### src/rtl/dmem_pkg.sv
// Shared definitions for the data-memory access unit: access-size codes,
// FSM state encoding and the default bus wait limit.
package dmem_pkg;

  localparam logic [1:0] SZ_BYTE = 2'b00;
  localparam logic [1:0] SZ_HALF = 2'b01;
  localparam logic [1:0] SZ_WORD = 2'b10;

  localparam int DEFAULT_TIMEOUT = 255;

  typedef enum logic [1:0] {
    IDLE = 2'b00,
    REQ  = 2'b01,
    DONE = 2'b10
  } stateT;

endpackage

### src/rtl/mem_lane_align.sv
// Byte-lane steering between the pipeline and the 32-bit bus: byte enables,
// store-data replication, load lane extraction/extension and misalignment.
module mem_lane_align
  import dmem_pkg::*;
(
  input  logic [1:0]  size,
  input  logic [1:0]  addrLow,
  input  logic        isUnsigned,
  input  logic [31:0] storeData,
  input  logic [31:0] readWord,
  output logic [3:0]  byteEn,
  output logic [31:0] laneData,
  output logic [31:0] loadData,
  output logic        misaligned
);

  logic [7:0]  selByte;
  logic [15:0] selHalf;

  // Select the addressed byte and half-word lanes from the read word.
  always_comb begin
    selByte = readWord[7:0];
    case (addrLow)
      2'b00: selByte = readWord[7:0];
      2'b01: selByte = readWord[15:8];
      2'b10: selByte = readWord[23:16];
      2'b11: selByte = readWord[31:24];
      default: selByte = readWord[7:0];
    endcase
    selHalf = addrLow[1] ? readWord[31:16] : readWord[15:0];
  end

  // Per-size enables, replicated store data, extended load data and alignment check; size 11 acts as word.
  always_comb begin
    byteEn     = 4'b1111;
    laneData   = storeData;
    loadData   = readWord;
    misaligned = 1'b0;
    case (size)
      SZ_BYTE: begin
        byteEn   = 4'b0001 << addrLow;
        laneData = {4{storeData[7:0]}};
        loadData = isUnsigned ? {24'h000000, selByte} : {{24{selByte[7]}}, selByte};
      end
      SZ_HALF: begin
        byteEn     = addrLow[1] ? 4'b1100 : 4'b0011;
        laneData   = {2{storeData[15:0]}};
        loadData   = isUnsigned ? {16'h0000, selHalf} : {{16{selHalf[15]}}, selHalf};
        misaligned = addrLow[0];
      end
      default: begin
        byteEn     = 4'b1111;
        laneData   = storeData;
        loadData   = readWord;
        misaligned = (addrLow != 2'b00);
      end
    endcase
  end

endmodule

### src/rtl/dmem_access.sv
// Data-memory access unit: turns a memory-stage load/store into a held bus
// transaction, stalls the pipeline until ack (or timeout) and returns the
// extended load data for writeback.
module dmem_access
  import dmem_pkg::*;
#(
  parameter int TIMEOUT = DEFAULT_TIMEOUT
) (
  input  logic        clk,
  input  logic        rst,
  input  logic        mem_valid_i,
  input  logic        mem_we_i,
  input  logic [1:0]  mem_size_i,
  input  logic        mem_unsigned_i,
  input  logic [31:0] addr_i,
  input  logic [31:0] wdata_i,
  output logic [31:0] rdata_o,
  output logic        stall_o,
  output logic        addr_err_o,
  output logic        timeout_o,
  output logic        bus_req_o,
  output logic        bus_we_o,
  output logic [31:0] bus_addr_o,
  output logic [3:0]  bus_be_o,
  output logic [31:0] bus_wdata_o,
  input  logic        bus_ack_i,
  input  logic [31:0] bus_rdata_i
);

  localparam logic [7:0] TimeoutLimit = 8'(TIMEOUT);

  stateT       state;
  logic [7:0]  waitCount;
  logic [1:0]  reqSize;
  logic [1:0]  reqAddrLow;
  logic        reqUnsigned;

  logic [1:0]  alignSize;
  logic [1:0]  alignAddrLow;
  logic        alignUnsigned;
  logic [3:0]  byteEn;
  logic [31:0] laneData;
  logic [31:0] loadData;
  logic        misaligned;
  logic        issue;

  // Lane logic looks at the live request while idle and at the latched one while the bus is busy.
  always_comb begin
    alignSize     = (state == IDLE) ? mem_size_i     : reqSize;
    alignAddrLow  = (state == IDLE) ? addr_i[1:0]    : reqAddrLow;
    alignUnsigned = (state == IDLE) ? mem_unsigned_i : reqUnsigned;
  end

  mem_lane_align laneAlign (
    .size       (alignSize),
    .addrLow    (alignAddrLow),
    .isUnsigned (alignUnsigned),
    .storeData  (wdata_i),
    .readWord   (bus_rdata_i),
    .byteEn     (byteEn),
    .laneData   (laneData),
    .loadData   (loadData),
    .misaligned (misaligned)
  );

  // Issue decision, error flag and stall are combinational so the issuing cycle is already frozen.
  always_comb begin
    issue      = (state == IDLE) && mem_valid_i && !misaligned;
    addr_err_o = (state == IDLE) && mem_valid_i && misaligned;
    stall_o    = issue || (state == REQ);
  end

  // FSM with registered bus fields, wait counter, load data and timeout pulse.
  always_ff @(posedge clk or negedge rst) begin
    if (!rst) begin
      state       <= IDLE;
      waitCount   <= 8'd0;
      reqSize     <= SZ_BYTE;
      reqAddrLow  <= 2'b00;
      reqUnsigned <= 1'b0;
      rdata_o     <= 32'd0;
      timeout_o   <= 1'b0;
      bus_req_o   <= 1'b0;
      bus_we_o    <= 1'b0;
      bus_addr_o  <= 32'd0;
      bus_be_o    <= 4'd0;
      bus_wdata_o <= 32'd0;
    end else begin
      case (state)
        IDLE: begin
          timeout_o <= 1'b0;
          if (issue) begin
            state       <= REQ;
            waitCount   <= 8'd0;
            reqSize     <= mem_size_i;
            reqAddrLow  <= addr_i[1:0];
            reqUnsigned <= mem_unsigned_i;
            rdata_o     <= 32'd0;
            bus_req_o   <= 1'b1;
            bus_we_o    <= mem_we_i;
            bus_addr_o  <= {addr_i[31:2], 2'b00};
            bus_be_o    <= byteEn;
            bus_wdata_o <= laneData;
          end
        end
        REQ: begin
          if (bus_ack_i) begin
            state     <= DONE;
            bus_req_o <= 1'b0;
            bus_we_o  <= 1'b0;
            rdata_o   <= bus_we_o ? 32'd0 : loadData;
          end else if (waitCount == TimeoutLimit - 8'd1) begin
            state     <= DONE;
            waitCount <= waitCount + 8'd1;
            bus_req_o <= 1'b0;
            bus_we_o  <= 1'b0;
            rdata_o   <= 32'd0;
            timeout_o <= 1'b1;
          end else begin
            waitCount <= waitCount + 8'd1;
          end
        end
        DONE: begin
          state     <= IDLE;
          timeout_o <= 1'b0;
        end
        default: state <= IDLE;
      endcase
    end
  end

endmodule

### config.mk
export PLATFORM = sky130hd
export DESIGN_NAME = dmem_access
export DESIGN_NICKNAME = d
export VERILOG_FILES = /design/src/rtl/dmem_pkg.sv /design/src/rtl/mem_lane_align.sv /design/src/rtl/dmem_access.sv
export SDC_FILE = /design/constraint.sdc
export NUM_CORES = 1
export LEC_CHECK = 0
export CAP_MARGIN = 10
export CORE_ASPECT_RATIO = 0.8
export CORE_MARGIN = 2
export CORE_UTILIZATION = 41
export CTS_BUF_LIST = sky130_fd_sc_hd__clkbuf_8
export DETAILED_ROUTE_END_ITERATION = 7
export GPL_TIMING_DRIVEN = 0
export PLACE_DENSITY = 0.76
export RECOVER_POWER = 100
export SLEW_MARGIN = 25
export SYNTH_ARGS = -nofsm -noshare
export SYNTH_HDL_FRONTEND = slang
export SYNTH_SLANG_ARGS = --single-unit
export TNS_END_PERCENT = 30
### constraint.sdc
create_clock -name clk -period 2.4 [get_ports clk]
set_input_delay 0.24 -clock clk [delete_from_list [all_inputs] [get_ports clk]]
set_output_delay 0.24 -clock clk [all_outputs]
set_load 0.005 [all_outputs]
# [After elaboration in Yosys (flattened, before gate mapping)]
# Cells that the tools add are included.
[totals] input_bits=104 word_cells=75 reg_bits=116 output_inout_bits=105
[op_classes] n_eq_ne=11 n_addsub=1 reduce_logical=17 n_mux=33 shifts=1
[op_table] cell="$mux 32" count=6
[op_table] cell="$pmux 32 s2" count=3
[op_table] cell="$pmux 8 s4" count=1
[op_table] cell="$mux 16" count=1
[op_table] cell="$mux 8" count=2
[op_table] cell="$pmux 8 s2" count=1
[op_table] cell="$mux 2" count=5
[op_table] cell="$reduce_and 3->1" count=3
[op_table] cell="$add 8x1->8 const B" count=1
[op_table] cell="$eq 8x8->1 const B" count=1
[op_table] cell="$pmux 1 s2" count=4
[op_table] cell="$pmux 4 s2" count=1
[op_table] cell="$mux 1" count=7
[op_table] cell="$eq 2x1->1 const B" count=3
[op_table] cell="$eq 2x2->1 const B" count=3
[op_table] cell="$logic_not 2->1" count=3
[op_table] cell="$reduce_bool 2->1" count=3
[op_table] cell="$mux 4" count=1
[op_table] cell="$ne 2x2->1 const B" count=2
[op_table] cell="$pmux 2 s2" count=1
[op_table] cell="$reduce_and 2->1" count=2
[op_table] cell="$shl 1x2->4 const A" count=1
[op_table] cell="$logic_and 1x1->1" count=3
[op_table] cell="$ne 3x2->1 const B" count=1
[op_table] cell="other kinds (4)" count=4

# [Logic depth before layout (Yosys ltp)]
# Gate-level depths: netlist (run 1).
[depth] depth_word=9 mapped_depth=9 ltp_nobuf=7

# [By module]
# A second synthesis (run 1) with hierarchy kept.
[unflattened] cells_unflattened=756 area_unflattened_um2=6303.5
[modules_own_cells] module="dmem_access" cells_per_inst=559 n_inst=1 seq_area_each_um2=2902.8 area_per_inst_um2=5004.8
[modules_own_cells] module="mem_lane_align" cells_per_inst=197 n_inst=1 seq_area_each_um2=0.0 area_per_inst_um2=1298.7

# [Worst setup path before layout (run 1)]
# Ideal clock, no wire load.
[synth_path] kind="register to register" startpoint="reg state[0]" endpoint="reg rdata_o[16]" path_buffers=2 arrival_time_ns=2.171 path_stages_with_launch=9 required_ns=2.279 setup_time_ns=0.121 slack_ns=0.108 path_cell_list="dfrtp_1 > nor2_1 > buf_6 > mux2_2 > or3_1 > a31oi_1 > o21ai_1 > buf_2 > a22o_1"
[synth_between] elab_chain_len=9
[synth_lines] item="from (decl)" line="dmem_access.sv:32" source="stateT state;"
[synth_lines] item="from (signal assigned)" line="dmem_access.sv:76" source="state <= IDLE;"
[synth_lines] item="from (signal assigned)" line="dmem_access.sv:93" source="state <= REQ;"
[synth_lines] item="from (signal assigned)" line="dmem_access.sv:108" source="state <= DONE;"
[synth_lines] item="$logic_not 2->1"
[synth_lines] item="$mux 2" line="dmem_access.sv:50" source="alignAddrLow = (state == IDLE) ? addr_i[1:0] : reqAddrLow;"
[synth_lines] item="$eq 2x2->1, or another cell as far along" line="mem_lane_align.sv:23" source="case (addrLow)"
[synth_lines] item="$pmux 8 s4" line="mem_lane_align.sv:23"
[synth_lines] item="$mux 32" line="mem_lane_align.sv:43" source="loadData = isUnsigned ? {24'h000000, selByte} : {{24{selByte[7]}}, selByte};"
[synth_lines] item="$pmux 32 s2" line="mem_lane_align.sv:39" source="case (size)"
[synth_lines] item="$mux 32" line="dmem_access.sv:111" source="rdata_o <= bus_we_o ? 32'd0 : loadData;"
[synth_lines] item="$mux 32" line="dmem_access.sv:107" source="if (bus_ack_i) begin"
[synth_lines] item="$pmux 32 s2" line="dmem_access.sv:89" source="case (state)"
[synth_lines] item="to (signal assigned)" line="dmem_access.sv:111"
[synth_lines] item="to (decl)" line="dmem_access.sv:17" source="output logic [31:0] rdata_o,"
# Several ways; a longest one is shown, not always the timed one.
# A chain may end at the register's enable or synchronous reset.

# [Worst setup path in the final report (run 1)]
[layout_path] startpoint="reg state[1]" endpoint="reg rdata_o[9]"
# Same word-level chain as after synthesis.

==> results of run 1 <==
==> flip-flops by register name (all words and copies together), names as in the netlist <==
register / count
bus_req_o: 1
rdata_o: 32
reqUnsigned: 1
reqSize: 2
bus_be_o: 4
bus_addr_o: 30
timeout_o: 1
bus_wdata_o: 32
reqAddrLow: 2
state: 2
bus_we_o: 1
waitCount: 8
==> where the power goes <==
part           switching (W)  total, W  leakage, nW  internal [W]
clock               0.000796   0.00154        0.171      0.000740
sequential          0.000470   0.00320         1.48       0.00273
combinational        0.00287   0.00572         2.21       0.00284
total                0.00414    0.0105         3.86       0.00631
==> logic make-up after synthesis <==
group           after synthesis  share of synthesized area
simple gates                297                      0.222
flops                       116                      0.540
compound gates              110                      0.145
buf+inv                      42                     0.0354
mux                          23                     0.0442
xor+xnor                      5                    0.00814
fa+ha+maj                     2                    0.00465
other cells                   1                   0.000697
==> critical path, cell delays in order (launching register included) <==
cell and delay, ns:
dfrtp_2 0.45, nor2_4 0.15, buf_8 0.16, buf_4 0.12, mux2i_1 0.32, clkbuf_2 0.32, o21ai_2 0.19, a22oi_1 0.30
nor2_1 0.09, a211o_1 0.25
==> metrics by stage <==
step                      setup WS, ns  TNS, ns
after global routing            -0.157    -2.62
after global placement           -3.24  -392.07
final                          -0.0794   -0.502
after detailed placement        -0.423   -18.74
after floorplan                  0.108        0
after CTS                      -0.0282  -0.0754
==> Yosys cell counts (all sizes together) (2+ instances only) <==
cell | n | share of area
nand2 | 191 | 0.13
inv | 2 | 0.0014
a22o | 18 | 0.029
o2bb2ai | 7 | 0.011
nor3 | 6 | 0.0074
a22oi | 8 | 0.011
and3 | 2 | 0.0023
buf | 13 | 0.015
dfrtp | 116 | 0.54
mux2i | 20 | 0.037
nand2b | 2 | 0.0023
xnor2 | 5 | 0.0081
or3 | 3 | 0.0035
or3b | 2 | 0.0033
a222oi | 7 | 0.013
a31oi | 10 | 0.012
a211o | 7 | 0.011
ha | 2 | 0.0047
nor2 | 76 | 0.053
o21ai | 25 | 0.023
clkbuf | 27 | 0.019
nor4 | 2 | 0.0023
o22ai | 2 | 0.0023
mux2 | 3 | 0.0070
nand3 | 7 | 0.0065
a21oi | 17 | 0.016
==> placed cells by master (no fill, tap or decap), types with 4 or more instances in the layout <==
cell             netlist  layout
a31oi_1               10      10
xnor2_1                5       5
clkinv_2               0       6
clkbuf_1              27      18
mux2i_1               20      17
nor3_1                 4       4
nor2_1                76      74
a222oi_1               7       7
a21oi_1               17      16
o2bb2ai_1              7       7
nand2_1              191     190
clkbuf_2               0       9
dfrtp_1              116     114
inv_1                  2       4
clkinvlp_4             0       4
buf_6                  2       4
a211o_1                7       7
o21ai_0               23      23
clkbuf_8               0      19
nand3_1                7       6
clkdlybuf4s50_1        0     202
a22o_1                18      18
buf_4                  2      17
a22oi_1                8       8
==> final cells by class <==
type / instances / area (µm²) / area share
clock buffers: 19 / 262 / 0.0316
plain buffers: 39 / 226 / 0.0274
repair buffers: 222 / 2200 / 0.266
multi-input cells: 439 / 2390 / 0.289
clock inverters: 12 / 67.6 / 0.00816
inverters: 2 / 7.51 / 0.000907
flip-flops and latches: 116 / 2910 / 0.351
well taps: 175 / 219 / 0.0265
==> per-layer routing <==
layer | global-route usage | vias to the layer above | wire length (µm)
met2 | 0.399 | 300 | 8510
met1 | 0.319 | 2590 | 7500
met4 | 0.0955 | 0 | 515
met5 | 0 | - | 0
met3 | 0.0873 | 47 | 1600
li1 | - | 2496 | -
==> path summary, 6_finish.rpt <==
path | startpoint | end | slack [ns] | cells after the start
max in group asynchronous | rst | bus_addr_o[26] | 0.87 | 3
worst max register to register | state[1] | rdata_o[9] | -0.08 | 9
worst min-delay path | bus_ack_i | timeout_o | 0.31 | 4
worst min register to register | bus_addr_o[29] | bus_addr_o[29] | 0.48 | 2
min in group asynchronous | rst | rdata_o[21] | 0.59 | 2
worst max-delay path | state[1] | rdata_o[9] | -0.08 | 9
==> repair_timing <==
item                       CTS  global route
hold endpoints to repair    48             0
gates resized for setup     37            14
hold buffers                 1             0
pin swaps                    9             8
setup endpoints to repair  114            71
setup buffers               10             5
==> flow_metrics.env, run 1 <==
export IMPL_io_buffer_count=205
export IMPL_p_total_w=0.0105
export IMPL_crit_type="reg -> reg"
export IMPL_final_area_mm2=0.00828
export IMPL_drt_iter0_drc=538
export IMPL_cp_arrival_ns=2.79
export IMPL_clock_sinks=116
export IMPL_place_inst=978
export IMPL_rows=37
export IMPL_ys_ff_latch=116
export IMPL_overflow=0
export IMPL_drt_wl_total_um=18100
export IMPL_cts_buffers=17
export IMPL_ant_nets=0
export IMPL_root_buffer="clkbuf_8"
export IMPL_dieWidth_um=132
export IMPL_area_delta_synth_final_pct=53.9
export IMPL_clock_path_buffers=2
export IMPL_synth_edff_count=0
export IMPL_netlist_area_mm2=0.00538
export IMPL_violations="setup timing"
export IMPL_vdd_drop_max_v=0.000834
export IMPL_grt_max_degree=69
export IMPL_ys_async_sr_fraction=1.00
export IMPL_min_path_type="in -> reg"
export IMPL_leakage_nw=3.86
export IMPL_post_route_period_util=1.03
export IMPL_die_h_um=106
export IMPL_tightest_slew_ns=1.26
export IMPL_initial_utilization=0.419
export IMPL_via_per_inst=5.31
export IMPL_finish_utilization=0.645
export IMPL_worst_slack_ns=-0.0794
export IMPL_path_clk_slew_ns=0.07
export IMPL_dr_pass1_iters=6
export IMPL_fin_skew_ns=0.0157
export IMPL_ys_types=48
export IMPL_antenna_found_initial=0
export IMPL_drive_above_1_share=0.108
export IMPL_antennaDiodeCount=0
export IMPL_cts_tree="built"
export IMPL_die_area_mm2=0.0141
export IMPL_htree_num_levels=4
export IMPL_required_ns=2.71
export IMPL_place_gp_congestion=0.955
export IMPL_final_instance_count_excl_fill=1024
export IMPL_cp_max_fo=10
export IMPL_fill_cells=1048
export IMPL_wl_per_cell_um=17.7
export IMPL_setup_violations=19
export IMPL_vias=5433
export IMPL_grt_pass1_wl_um=27600
export IMPL_p_per_area_mw_per_mm2=1260
export IMPL_grt_pass1_vias=5408
export IMPL_slew_violations=0
export IMPL_fmax_mhz=403
export IMPL_start_kind="register"
export IMPL_endpoint_kind="register"
export IMPL_slew_headroom=0.162
export IMPL_holdWs_ns=0.312
export IMPL_clock_latency_ns=0.44
export IMPL_finalHoldViolations=0
export IMPL_seq_area_frac_synth=0.540
export IMPL_status="finished, violations left"
export IMPL_drc=0
export IMPL_grt_util_all_layers=0.252
export IMPL_nNetsFinal=943
export IMPL_core_mm2=0.0128
export IMPL_cap_violations=0
export IMPL_syn_area_per_cell_um2=9.02
export IMPL_period_minus_slack_ns=2.48
export IMPL_synthCells=596
export IMPL_ys_warn_count=0
export IMPL_postPlaceCellArea_mm2=0.00768
export IMPL_rsz0062_at_grt="yes"
export IMPL_ioPinCount=209
export IMPL_dp_hpwl_um=13100
export IMPL_ys_flop_type="dfrtp_1"
(Power assumes the default switching activity.)
==> run 2: changes to the inputs <==
CORE_UTILIZATION = 43   (was 41)
SYNTH_HIERARCHICAL = 1   (was default)
==> run 2 against run 1 <==
Effect of this change: the run still ends with setup timing left; combinational power rose by 17%; sequential power rose by 6.9%; utilization is 3.3 points higher; critical endpoint is now bus_wdata_o[22]; largest cell class is now multi-input gates; largest power group unchanged.
==> flow_metrics.env, run 2 <==
export IMPL_antenna_found_initial=0
export IMPL_holdWs_ns=0.321
export IMPL_seq_area_frac_synth=0.461
export IMPL_overflow=0
export IMPL_final_common_cell="nand2_1"
export IMPL_clock_path_buffers=2
export IMPL_cts_buffers=17
export IMPL_r2r_slack_ns=-0.54
export IMPL_area_delta_synth_final_pct=53.8
export IMPL_io_buffer_count=206
export IMPL_via_per_inst=5.32
export IMPL_vdd_drop_max_v=0.000861
export IMPL_slew_violations=0
export IMPL_nNetsFinal=1115
export IMPL_die_h_um=112
export IMPL_required_ns=2.73
export IMPL_htree_num_levels=4
export IMPL_drc=0
export IMPL_dr_pass1_iters=5
export IMPL_grt_pass1_vias=6333
export IMPL_slew_headroom=0.134
export IMPL_cp_cell_sequence="nor2_4 > buf_6 > mux2_4 > buf_6 > clkbuf_16 > a21oi_4 > nor2_4 > buf_6 > or4b_4 > buf_8 > clkbuf_16 > clkbuf_16 > nand2_2 > nand2_1"
export IMPL_root_buffer="clkbuf_8"
export IMPL_rows=39
export IMPL_slowest_delay_ns=0.49
export IMPL_initial_utilization=0.441
export IMPL_core_mm2=0.0143
export IMPL_crit_slowest_cell="or4b_4"
export IMPL_status="finished, violations left"
export IMPL_fin_skew_ns=0.0122
export IMPL_ys_flop_type="dfrtp_1"
export IMPL_postPlaceCellArea_mm2=0.00874
export IMPL_leakage_nw=4.53
export IMPL_drt_iter0_drc=518
export IMPL_place_inst=1148
export IMPL_fmax_mhz=340
export IMPL_endpoint_kind="register"
export IMPL_cp_max_fo=7
export IMPL_ant_nets=0
export IMPL_worst_slack_ns=-0.539
export IMPL_highest_layer="met4"
export IMPL_final_area_mm2=0.00969
export IMPL_yosys_top_cells_area="dfrtp_1, nand2_1, o211ai_1, clkbuf_1, mux2_2"
export IMPL_finalHoldViolations=0
export IMPL_syn_area_per_cell_um2=8.34
export IMPL_final_instance_count_excl_fill=1206
export IMPL_clock_latency_ns=0.45
export IMPL_mostFrequentLayoutCells="nand2_1, dfrtp_1, dlygate4sd3_1, clkdlybuf4s50_1, o211ai_1"
export IMPL_period_minus_slack_ns=2.94
export IMPL_finish_utilization=0.678
export IMPL_place_gp_congestion=0.956
export IMPL_grt_pass1_wl_um=34200
export IMPL_drive_above_1_share=0.179
export IMPL_crit_buf_inv=7
export IMPL_antennaDiodeCount=0
export IMPL_cp_top_family="buffers and inverters"
export IMPL_post_route_period_util=1.22
export IMPL_start_kind="register"
export IMPL_grt_util_all_layers=0.279
export IMPL_dp_hpwl_um=15100
export IMPL_synth_top_cell_by_area="dfrtp_1"
export IMPL_ys_types=47
export IMPL_ioPinCount=209
export IMPL_ys_async_sr_fraction=1.00
export IMPL_yosysTopAreaCellShare=0.461
export IMPL_path_clk_slew_ns=0.08
export IMPL_cts_tree="built"
export IMPL_p_per_area_mw_per_mm2=1210
export IMPL_drt_wl_total_um=21600
export IMPL_cap_violations=0
export IMPL_crit_type="reg -> reg"
export IMPL_dieWidth_um=139
export IMPL_vias=6421
export IMPL_cp_arrival_ns=3.27
export IMPL_synthCells=756
export IMPL_wl_met3_um=2020
export IMPL_p_total_w=0.0117
export IMPL_min_path_type="in -> reg"
export IMPL_rsz0062_at_grt="yes"
export IMPL_synth_most_common_cell="nand2_1"
export IMPL_tightest_slew_ns=1.30
export IMPL_wl_met1_um=9300
export IMPL_ys_warn_count=6
export IMPL_reg_largest_list="bus_wdata_o x32, rdata_o x32, bus_addr_o x30"
export IMPL_yosys_top_cells_count="nand2_1, dfrtp_1, o211ai_1, clkbuf_1, inv_1"
export IMPL_setup_violations=115
export IMPL_wl_met2_um=9780
export IMPL_ys_ff_latch=116
export IMPL_wl_per_cell_um=17.9
export IMPL_die_area_mm2=0.0157
export IMPL_netlist_area_mm2=0.00630
export IMPL_synth_edff_count=0
export IMPL_grt_max_degree=66
export IMPL_violations="setup timing"
export IMPL_clock_sinks=116
==> run 2: per-stage QoR <==
step	worst slack, ns	setup TNS (ns)
2_1_floorplan	-0.316	-27.00
3_3_place_gp	-3.51	-495.34
3_5_place_dp	-1.40	-91.31
4_1_cts	-0.605	-49.31
5_1_grt	-0.601	-56.13
6_report	-0.539	-42.28
==> run 2: worst paths after layout <==
path / startpoint / endpoint / depth (start not counted)
min in group asynchronous: rst / rdata_o[4] / 2
worst min-delay path: addr_i[21] / bus_addr_o[21] / 3
worst max-delay path: state[1] / bus_wdata_o[22] / 14
worst max register to register: state[1] / bus_wdata_o[22] / 14
worst min register to register: bus_addr_o[18] / bus_addr_o[18] / 2
max in group asynchronous: rst / state[1] / 3
==> run 2: area by class of cell <==
class	instances	area (µm²)
plain buffers	64	573
clock buffers	18	248
clock inverters	14	90.1
fillers	1174	4600
inverters	38	143
multi-input cells	536	3180
flip-flops and latches	116	2910
well taps	184	230
repair buffers	236	2330
==> run 2: where the power goes <==
group | switching [W] | internal, W | leakage, nW
Clock | 0.000851 | 0.000727 | 0.172
Sequential | 0.000597 | 0.00282 | 1.49
Combinational | 0.00327 | 0.00344 | 2.87
Total | 0.00472 | 0.00699 | 4.53
==> run 2: worst reg2reg max path, cell delays in order (launching register included) <==
cell	delay [ns]
dfrtp_2	0.43
nor2_4	0.26
buf_6	0.14
mux2_4	0.31
buf_6	0.13
clkbuf_16	0.14
a21oi_4	0.12
nor2_4	0.07
buf_6	0.12
or4b_4	0.49
buf_8	0.16
clkbuf_16	0.17
clkbuf_16	0.17
nand2_2	0.07
nand2_1	0.05
==> run 2: timing repair <==
action	4_1_cts	5_1_grt
setup buffers	15	7
endpoints found under the hold margin	51	0
hold buffers	1	0
gates resized for setup	82	63
endpoints found under the setup margin	116	116
pin swaps	20	25
gates cloned	4	2
==> run 2: cell families (layout without fill, tap and decap cells) <==
kind of cell,count (synthesis),in the layout,share of synthesized area
other cells,1,2,0.000595
flops,116,116,0.460
buf+inv,105,370,0.0732
simple gates,352,352,0.229
compound gates,145,145,0.163
xor+xnor,1,1,0.00139
fa+ha+maj,2,2,0.00397
mux,34,34,0.0687
==> run 2: per-layer routing <==
layer | global-route usage | up-vias
li1 | - | 3047
met1 | 0.386 | 3052
met4 | 0.0795 | 0
met5 | 0 | -
met3 | 0.0875 | 35
met2 | 0.427 | 287
